$ cat config.mk
export PLATFORM = sky130hd
export DESIGN_NAME = band_power_meter
export DESIGN_NICKNAME = d
export VERILOG_FILES = /design/src/rtl/band_power_meter.sv
export SDC_FILE = /design/constraint.sdc
export NUM_CORES = 1
export LEC_CHECK = 0
export BUFFER_PORTS_ARGS = -buffer_cell sky130_fd_sc_hd__buf_4
export CAP_MARGIN = 30
export CORE_MARGIN = 2
export CORE_UTILIZATION = 70
export DETAILED_ROUTE_END_ITERATION = 7
export PLACE_DENSITY = 0.89
export SETUP_SLACK_MARGIN = 0.4
export SYNTH_ARGS = -nofsm -noshare
export SYNTH_HDL_FRONTEND = slang
export SYNTH_SLANG_ARGS = --single-unit
$ cat constraint.sdc
create_clock -name clk -period 8.3 [get_ports clk]
set_input_delay 0.415 -clock clk [delete_from_list [all_inputs] [get_ports clk]]
set_output_delay 0.415 -clock clk [all_outputs]
set_load 0.005 [all_outputs]
$ cat src/rtl/band_power_meter.sv
// band_power_meter: windowed mean-square of a band signal handed to a square-root stage for RMS level
module band_power_meter #(
  parameter int WIN_LOG2 = 8
) (
  input  logic        clk,
  input  logic        rst_n,
  input  logic        smpl_vld,
  input  logic [15:0] smpl,
  input  logic        sq_done,
  input  logic [7:0]  sq_result,
  output logic [15:0] mag,
  output logic        sq_go,
  output logic [7:0]  level,
  output logic        level_vld,
  output logic        overrun
);
  typedef enum logic [1:0] {IDLE, RUN, WAIT} state_t;
  state_t state, state_nx;
  logic signed [15:0] s;
  logic signed [31:0] sq;
  logic p1_vld;
  logic [31:0] p1_prod;
  logic [31+WIN_LOG2:0] acc, total;
  logic [WIN_LOG2-1:0] cnt;
  logic close, cl_vld;
  logic [16:0] m;
  logic [15:0] cl_m;
  assign s = smpl;
  assign sq = s * s;
  assign total = acc + {{WIN_LOG2{1'b0}}, p1_prod};
  assign close = p1_vld && (cnt == '1);
  assign m = 17'(total >> (WIN_LOG2 + 14));
  // square each accepted sample into the P1 stage
  always_ff @(posedge clk or negedge rst_n)
    if (!rst_n) begin
      p1_vld <= 1'b0;
      p1_prod <= '0;
    end else begin
      p1_vld <= smpl_vld;
      if (smpl_vld) p1_prod <= sq;
    end
  // accumulate products, closing the window when the count wraps
  always_ff @(posedge clk or negedge rst_n)
    if (!rst_n) begin
      acc <= '0;
      cnt <= '0;
    end else if (p1_vld) begin
      acc <= close ? '0 : total;
      cnt <= cnt + 1'b1;
    end
  // register the saturated window result for the handshake FSM
  always_ff @(posedge clk or negedge rst_n)
    if (!rst_n) begin
      cl_vld <= 1'b0;
      cl_m <= '0;
    end else begin
      cl_vld <= close;
      if (close) cl_m <= m[16] ? 16'hFFFF : m[15:0];
    end
  // handshake state register
  always_ff @(posedge clk or negedge rst_n)
    if (!rst_n) state <= IDLE;
    else state <= state_nx;
  // next state and run request: RUN is a single cycle that ignores sq_done
  always_comb begin
    state_nx = state;
    sq_go = 1'b0;
    state_nx = state == IDLE ? (cl_vld ? RUN : IDLE) : state == RUN ? WAIT : (sq_done ? IDLE : WAIT);
    sq_go = state != IDLE;
  end
  // outputs: mag loads on IDLE->RUN, level on completion, overrun when a result arrives while busy
  always_ff @(posedge clk or negedge rst_n)
    if (!rst_n) begin
      mag <= '0;
      level <= '0;
      level_vld <= 1'b0;
      overrun <= 1'b0;
    end else begin
      if (state == IDLE && cl_vld) mag <= cl_m;
      if (state == WAIT && sq_done) level <= sq_result;
      level_vld <= state == WAIT && sq_done;
      overrun <= overrun | (cl_vld && state != IDLE);
    end
endmodule

==> load_flow_metrics.sql, run 1 <==
INSERT INTO impl_metrics (metric_group, metric, value, unit) VALUES
('critical_path', 'cp-start-kind', 'input pin', ''),
('critical_path', 'worstSetupEndpointType', 'flip-flop', ''),
('grt', 'largest_net_degree_at_the_start_of_global_routing', '64', ''),
('grt', 'gr-total-overflow', '0', ''),
('route', 'routed-via-count', '11300', ''),
('route', 'detail_route.wl_per_cell', '17.9', 'µm'),
('critical_path', 'top_delay_family_on_crit_path', 'adder cells', ''),
('sta', 'final-max-slew-violation-count', '0', ''),
('finish', 'net_count_of_the_finished_layout', '2005', ''),
('clocking', 'cts_tree', 'yes', ''),
('finish', 'final_cell_area', '16700', 'µm²'),
('sta', 'maxClockFrequency', '150', 'MHz'),
('placed_design', 'port_buffer_count', '54', ''),
('critical_path', 'critPathSlowestCell', 'sky130_fd_sc_hd__fa_1', ''),
('yosys', 'syn-mean-instance-area', '9.76', 'µm²'),
('critical_path', 'reg2reg_setup_slack', '4.88', 'ns'),
('yosys', 'most_frequent_cell_after_synthesis', 'sky130_fd_sc_hd__inv_1', ''),
('yosys', 'synth.yosys.seq_area_share', '0.201', ''),
('min_path', 'hold_path_class', 'in -> async', ''),
('yosys', 'syn-num-nets', '1968', ''),
('yosys', 'synth.lib_cells_used.distinct', '66', ''),
('sta', 'setup_violating_endpoint_count_in_the_final_report', '0', ''),
('clocking', 'cts_buffer_depth', '2', ''),
('finish', 'n_fill_cell', '1379', ''),
('floorplan', 'dieWidth', '152', 'µm'),
('yosys', 'cell_accounting_for_the_most_synthesized_area', 'sky130_fd_sc_hd__fa_1', ''),
('floorplan', 'die_height', '152', 'µm'),
('outcome', 'run_status', 'finished, final reports clean', ''),
('clocking', 'cts.hold.buffers_added', '0', ''),
('yosys', 'netlist_area', '15400', 'µm²'),
('critical_path', 'delay_of_the_slowest_critical_path_stage', '0.84', 'ns'),
('finish', 'syn_to_final_growth', '7.95', '%'),
('placed_design', 'gpl.final_weighted_congestion', '0.926', ''),
('critical_path', 'r2r-start', 'p1_prod[2]$_DFFE_PN0P_', ''),
('grt', 'number_of_antenna_violations_at_the_first_check_in_global_routing', '0', ''),
('grt', 'grt_util_all_layers', '0.316', ''),
('sta', 'worst-slew-pin-transition', '0.859', 'ns'),
('yosys', 'synth_enable_flop_cells', '0', ''),
('critical_path', 'critical_path.max_fanout', '17', ''),
('sta', 'finalClockSkew', '0.00960', 'ns'),
('clocking', 'total_clock_buffers_created_by_cts', '17', ''),
('clocking', 'clkSinkCount', '124', ''),
('yosys', 'yosys_warnings', '0', ''),
('placed_design', 'detailed_place_hpwl', '26500', 'µm'),
('yosys', 'ys_dominant_reg_cell', 'sky130_fd_sc_hd__dfrtp_1', ''),
('clocking', 'cts_htree_levels', '4', ''),
('sta', 'fin_tns_setup', '0', 'ns'),
('critical_path', 'critical_path.cell_chain', 'buf_4 > inv_1 > nor2_1 > fa_1 > fa_1 > fa_1 > fa_1 > fa_1 > inv_1 > fa_1 > inv_1 > ha_1 > a21o_1 > o21a_1 > a311oi_1 > o21ai_1 > a211oi_1 > o31ai_1 > xnor2_1 > mux2_2', ''),
('critical_path', 'worst_ep_required_time', '8.60', 'ns'),
('floorplan', 'die_area', '23300', 'µm²'),
('grt', 'first_global_vias', '12500', ''),
('sta', 'finalHoldViolCount', '0', ''),
('finish', 'layout-drive-gt1-share', '0.0871', ''),
('flow_run', 'max-cap-violations', '0', ''),
('route', 'drt-initial-drc-count', '739', ''),
('floorplan', 'core-area', '21800', 'µm²'),
('clocking', 'cts.repair_timing.setup_buffer_count', '0', ''),
('placed_design', 'placed_cell_area', '16100', 'µm²'),
('yosys', 'synth_top_area_frac', '0.301', ''),
('yosys', 'synth.cells.most_frequent', '329 x sky130_fd_sc_hd__inv_1, 232 x sky130_fd_sc_hd__fa_1, 136 x sky130_fd_sc_hd__nand2_1', ''),
('critical_path', 'cp.arrival', '6.97', 'ns'),
('yosys', 'post_synth_inst_count', '1581', ''),
('yosys', 'yosys_register_bits', '124', ''),
('route', 'via_per_inst', '5.92', ''),
('sta', 'grt_setup_unrepaired', 'no', ''),
('clocking', 'root_buffer', 'sky130_fd_sc_hd__clkbuf_16', ''),
('finish', 'antennaDiodeCount', '0', ''),
('sta', 'final_min_period_over_clock_period', '0.804', ''),
('route', 'totalWireLength', '34100', 'µm'),
('critical_path', 'path_common_cell', 'sky130_fd_sc_hd__fa_1', ''),
('route', 'route.detailed.drc', '0', '');
## state kept, by name, summed over array words and instances, names as in the netlist, 2 cells and up
register	cells
state	2
cl_m	16
cnt	8
level	8
mag	16
acc	39
p1_prod	31
## cells in the final DEF, fill, tap and decap left out, types with 4 or more instances in the layout
master,n
sky130_fd_sc_hd__a211oi_1,15
sky130_fd_sc_hd__a21o_1,22
sky130_fd_sc_hd__a21oi_1,53
sky130_fd_sc_hd__a22o_1,18
sky130_fd_sc_hd__a31o_2,6
sky130_fd_sc_hd__a31oi_1,15
sky130_fd_sc_hd__a31oi_4,9
sky130_fd_sc_hd__and2_1,38
sky130_fd_sc_hd__and3_1,11
sky130_fd_sc_hd__buf_4,59
sky130_fd_sc_hd__clkbuf_16,17
sky130_fd_sc_hd__clkinv_1,6
sky130_fd_sc_hd__clkinv_4,4
sky130_fd_sc_hd__clkinvlp_4,4
sky130_fd_sc_hd__dfrtp_1,124
sky130_fd_sc_hd__fa_1,232
sky130_fd_sc_hd__ha_1,127
sky130_fd_sc_hd__inv_1,329
sky130_fd_sc_hd__mux2_1,16
sky130_fd_sc_hd__mux2_2,22
sky130_fd_sc_hd__nand2_1,136
sky130_fd_sc_hd__nand2b_1,5
sky130_fd_sc_hd__nand3_1,12
sky130_fd_sc_hd__nand4_1,11
sky130_fd_sc_hd__nor2_1,84
sky130_fd_sc_hd__nor2b_1,6
sky130_fd_sc_hd__nor3_1,10
sky130_fd_sc_hd__o21a_1,16
sky130_fd_sc_hd__o21ai_0,28
sky130_fd_sc_hd__o21ai_1,20
sky130_fd_sc_hd__o21bai_1,6
sky130_fd_sc_hd__o2bb2ai_1,17
sky130_fd_sc_hd__o31ai_1,8
sky130_fd_sc_hd__or2_2,5
sky130_fd_sc_hd__or3_1,13
sky130_fd_sc_hd__xnor2_1,61
sky130_fd_sc_hd__xor2_1,18
## cell type report
class | instances | area, µm² | share of cell area
clock inverters | 14 | 149 | 0.00894
clock buffers | 17 | 425 | 0.0255
inverters | 335 | 1260 | 0.0755
multi-input cells | 1079 | 10900 | 0.654
repair buffers | 61 | 474 | 0.0285
flip-flops and latches | 124 | 3100 | 0.186
well taps | 280 | 350 | 0.0210
## per-layer routing
layer	up-vias	track usage	part of all wire
met5	-	0	0
met4	0	0.127	0.041
met3	121	0.0370	0.046
met2	389	0.554	0.51
met1	5656	0.404	0.40
li1	5138	-	-
## logic make-up after synthesis
group	after synthesis	share of synthesized area
XOR/XNOR	80	0.0459
buffers and inverters	378	0.0926
AO/OA/AOI/OAI	262	0.127
flip-flops	124	0.201
multiplexers	41	0.0297
adder cells (fa/ha/maj)	359	0.404
AND/OR/NAND/NOR	337	0.0999
## per-stage QoR
step / instances / worst slack (ns) / utilization / hold slack [ns]
global route: 1910 / 1.39 / 0.766 / 0.140
floorplan: 1581 / 2.09 / - / 0.119
detailed placement: 1879 / 1.30 / 0.739 / 0.449
global placement: 1877 / 1.66 / 0.738 / 0.442
finish: 1910 / 1.63 / 0.766 / 0.0676
CTS: 1910 / 1.72 / 0.766 / 0.111
## worst max-delay path by stage
| stage | startpoint | endpoint | slack, ns | cells past startpoint |
|---|---|---|---|---|
| floorplan | smpl[5] | p1_prod[31]$_DFFE_PN0P_ | 2.09 | 21 |
| global placement | smpl[15] | p1_prod[31]$_DFFE_PN0P_ | 1.66 | 20 |
| detailed placement | smpl[15] | p1_prod[31]$_DFFE_PN0P_ | 1.30 | 20 |
| CTS | smpl[15] | p1_prod[31]$_DFFE_PN0P_ | 1.72 | 20 |
| global route | smpl[15] | p1_prod[31]$_DFFE_PN0P_ | 1.39 | 20 |
| finish | smpl[15] | p1_prod[31]$_DFFE_PN0P_ | 1.63 | 20 |
## worst register-to-register path: cells and delay by family (launching register included)
| family | cells | cell delay (ns) |
|---|---|---|
| fa+ha+maj | 1 | 0.36 |
| compound gates | 6 | 1.94 |
| xor+xnor | 1 | 0.37 |
| flops | 1 | 0.40 |
| simple gates | 1 | 0.21 |
Power of run 1 is left out: the tool's default activity adds up to more than one toggle a clock period on the data nets, which glitch-free logic cannot reach.
==> run 2, diff against run 1 <==
- CORE_UTILIZATION: 70 -> 59
- PLACE_DENSITY: 0.89 -> 0.79
- clock period: 8.3 -> 6 ns (I/O delays scaled with it)
==> run 2 against run 1 <==
Global-route usage decreased by 6.4 points; first-iteration DRC count is 14% lower; setup slack got worse by 1.2 ns; core utilization is 8.7 points lower; wire length decreased by 3.8%; clock skew rose by 0.0047 ns; flip-flop and latch count stayed put; register-to-register slack worse by 2.2 ns; via count is 0.22% higher.
==> load_flow_metrics.sql, run 2 (same netlist as run 1, synthesis figures left out) <==
INSERT INTO impl_metrics (metric_group, metric, value, unit) VALUES
('outcome', 'run_status', 'finished, final reports clean', ''),
('clocking', 'root_buffer', 'sky130_fd_sc_hd__clkbuf_16', ''),
('sta', 'slew_headroom', '0.464', ''),
('placed_design', 'gpl.final_weighted_congestion', '0.884', ''),
('route', 'route.detailed.drc', '0', ''),
('placed_design', 'port_buffer_count', '54', ''),
('clocking', 'cts_tree', 'yes', ''),
('route', 'drt.antenna.violating_nets', '0', ''),
('flow_run', 'max-cap-violations', '0', ''),
('critical_path', 'worst_ep_required_time', '6.31', 'ns'),
('critical_path', 'path_common_cell', 'sky130_fd_sc_hd__fa_1', ''),
('finish', 'layout.cells.most_common_list', '325 x sky130_fd_sc_hd__inv_1, 225 x sky130_fd_sc_hd__fa_1, 133 x sky130_fd_sc_hd__nand2_1, 124 x sky130_fd_sc_hd__dfrtp_1, 117 x sky130_fd_sc_hd__ha_1', ''),
('placed_design', 'detailed_place_hpwl', '26300', 'µm'),
('floorplan', 'core-area', '25800', 'µm²'),
('critical_path', 'reg2reg_setup_slack', '2.67', 'ns'),
('critical_path', 'endpoint', 'p1_prod[22]$_DFFE_PN0P_', ''),
('clocking', 'cts_buffer_depth', '2', ''),
('critical_path', 'worstSetupEndpointType', 'flip-flop', ''),
('critical_path', 'r2r-start', 'p1_prod[2]$_DFFE_PN0P_', ''),
('grt', 'largest_net_degree_at_the_start_of_global_routing', '64', ''),
('floorplan', 'placementRows', '59', ''),
('critical_path', 'capture_point_of_the_worst_reg_to_reg_path', 'cl_m[5]$_DFFE_PN0P_', ''),
('critical_path', 'critPathSlowestCell', 'sky130_fd_sc_hd__fa_1', ''),
('finish', 'multi_input_comb_area', '11200', 'µm²'),
('route', 'routed-via-count', '11300', ''),
('critical_path', 'cp.arrival', '5.89', 'ns'),
('finish', 'layout-drive-gt1-share', '0.155', ''),
('floorplan', 'dieWidth', '166', 'µm'),
('critical_path', 'cp-start-kind', 'input pin', ''),
('clocking', 'clkSinkCount', '124', ''),
('sta', 'maxClockFrequency', '179', 'MHz'),
('finish', 'top_regs', 'acc (39), p1_prod (31)', ''),
('min_path', 'timing.hold.worst.start', 'sq_result[1]', ''),
('route', 'drt-initial-drc-count', '634', ''),
('finish', 'net_count_of_the_finished_layout', '2066', ''),
('sta', 'grt_setup_unrepaired', 'yes', ''),
('floorplan', 'die_area', '27500', 'µm²'),
('placed_design', 'pre_cts_slack', '-0.117', 'ns'),
('sta', 'timing.final.ws_setup', '0.415', 'ns'),
('finish', 'antennaDiodeCount', '0', ''),
('grt', 'first_global_vias', '12200', ''),
('finish', 'mostFrequentLayoutCell', 'sky130_fd_sc_hd__inv_1', ''),
('clocking', 'cts_htree_levels', '4', ''),
('sta', 'final-max-slew-violation-count', '0', ''),
('grt', 'grt_util_all_layers', '0.251', ''),
('floorplan', 'num_io_pins', '55', ''),
('critical_path', 'delay_of_the_slowest_critical_path_stage', '0.61', 'ns'),
('sta', 'setup_violating_endpoint_count_in_the_final_report', '0', ''),
('finish', 'n_fill_cell', '1944', ''),
('floorplan', 'die_height', '166', 'µm'),
('min_path', 'hold_path_class', 'in -> reg', ''),
('route', 'totalWireLength', '32800', 'µm'),
('sta', 'worst-slew-pin-transition', '0.803', 'ns'),
('grt', 'gr-total-overflow', '0', ''),
('grt', 'grt_pass1_wl', '56600', 'µm'),
('finish', 'largest_reg_flops', '39', ''),
('route', 'detailedRoute.firstPassIterationCount', '6', ''),
('critical_path', 'critical_path.cell_chain', 'buf_4 > buf_6 > nand2_1 > fa_1 > fa_1 > fa_1 > inv_1 > fa_1 > fa_1 > inv_1 > fa_1 > inv_1 > ha_1 > or3_1 > o211ai_1 > nand4_1 > a221o_1 > buf_4 > xor2_1 > mux2_2', ''),
('clocking', 'clk_pin_slew_worst_paths', '0.06', 'ns'),
('critical_path', 'timing.critical_path.from', 'smpl[3]', ''),
('grt', 'number_of_antenna_violations_at_the_first_check_in_global_routing', '0', ''),
('finish', 'regMostFlops', 'acc', ''),
('critical_path', 'worst_r2r_path_depth', '9', ''),
('sta', 'timing.final.crit_period', '5.58', 'ns'),
('critical_path', 'critical_path.max_fanout', '11', ''),
('critical_path', 'critPathKind', 'in -> reg', ''),
('sta', 'final_min_period_over_clock_period', '0.931', ''),
('route', 'via_per_inst', '5.59', ''),
('finish', 'syn_to_final_growth', '13.6', '%'),
('clocking', 'total_clock_buffers_created_by_cts', '17', ''),
('sta', 'finalClockSkew', '0.0144', 'ns'),
('route', 'detail_route.wl_per_cell', '16.2', 'µm'),
('floorplan', 'initial_standard_cell_utilization_of_the_core', '0.597', ''),
('clocking', 'insertion_delay', '0.42', 'ns'),
('sta', 'finalHoldViolCount', '0', ''),
('finish', 'seqCellArea', '3100', 'µm²');
run 2: changes by cell type in the layout (fill, tap and decap cells not counted), moves of 8 or more:
cell | before | now
sky130_fd_sc_hd__ha_4 | 0 | 10
sky130_fd_sc_hd__ha_1 | 127 | 117
sky130_fd_sc_hd__and2_1 | 38 | 30
sky130_fd_sc_hd__buf_4 | 59 | 114
run 2: timing repair:
| item | CTS | global route |
|---|---|---|
| hold endpoints to repair | 2 | 0 |
| hold buffers | 1 | 0 |
| buffers inserted | 0 | 16 |
| pin swaps | 1 | 30 |
| resized for setup | 6 | 43 |
| setup endpoints to repair | 2 | 13 |
run 2: worst min path at each step:
stage                                   endpoint  slack, ns  cells past startpoint
after global placement    p1_prod[3]$_DFFE_PN0P_       0.42                      1
final                       level[1]$_DFFE_PN0P_       0.07                      3
after CTS                   level[1]$_DFFE_PN0P_       0.07                      3
after floorplan               acc[0]$_DFFE_PN0P_      0.004                      0
after global routing          state[1]$_DFF_PN0_       0.07                      2
after detailed placement      acc[3]$_DFFE_PN0P_       0.44                      1
run 2: worst max-delay path, delay by kind of cell:
family                     cells  cell delay [ns]
buffers and inverters          6             0.60
AOI/OAI and AO/OA              2             0.65
muxes                          1             0.27
and+or+nand+nor                3             0.65
adders and majority gates      7             3.28
xor gates and xnor gates       1             0.14
run 2: through the flow:
stage	instances	setup TNS (ns)	util	hold slack [ns]	cell area, µm²
floorplan	1581	0	-	0.00441	15600
global placement	1977	0	0.643	0.422	16600
detailed placement	1978	-0.177	0.643	0.437	16600
CTS	2011	0	0.666	0.0657	17200
global route	2027	0	0.679	0.0701	17500
finish	2027	0	0.679	0.0686	17500
run 2: final cells by class:
| type | count | area share |
|---|---|---|
| inverter | 335 | 0.0731 |
| sequential | 124 | 0.177 |
| multi-input combinational | 1079 | 0.640 |
| clock buffer | 18 | 0.0245 |
| clock inverter | 14 | 0.00763 |
| timing repair buffer | 122 | 0.0544 |
| tap | 335 | 0.0239 |
run 2: per-layer routing:
| layer | vias to the layer above | GRT usage | share of wire |
|---|---|---|---|
| met5 | - | 0 | 0 |
| met4 | 0 | 0.0692 | 0.025 |
| met3 | 76 | 0.0355 | 0.041 |
| met2 | 292 | 0.448 | 0.52 |
| met1 | 5692 | 0.323 | 0.41 |
| li1 | 5269 | - | - |
Power of run 2 is left out for the same reason.
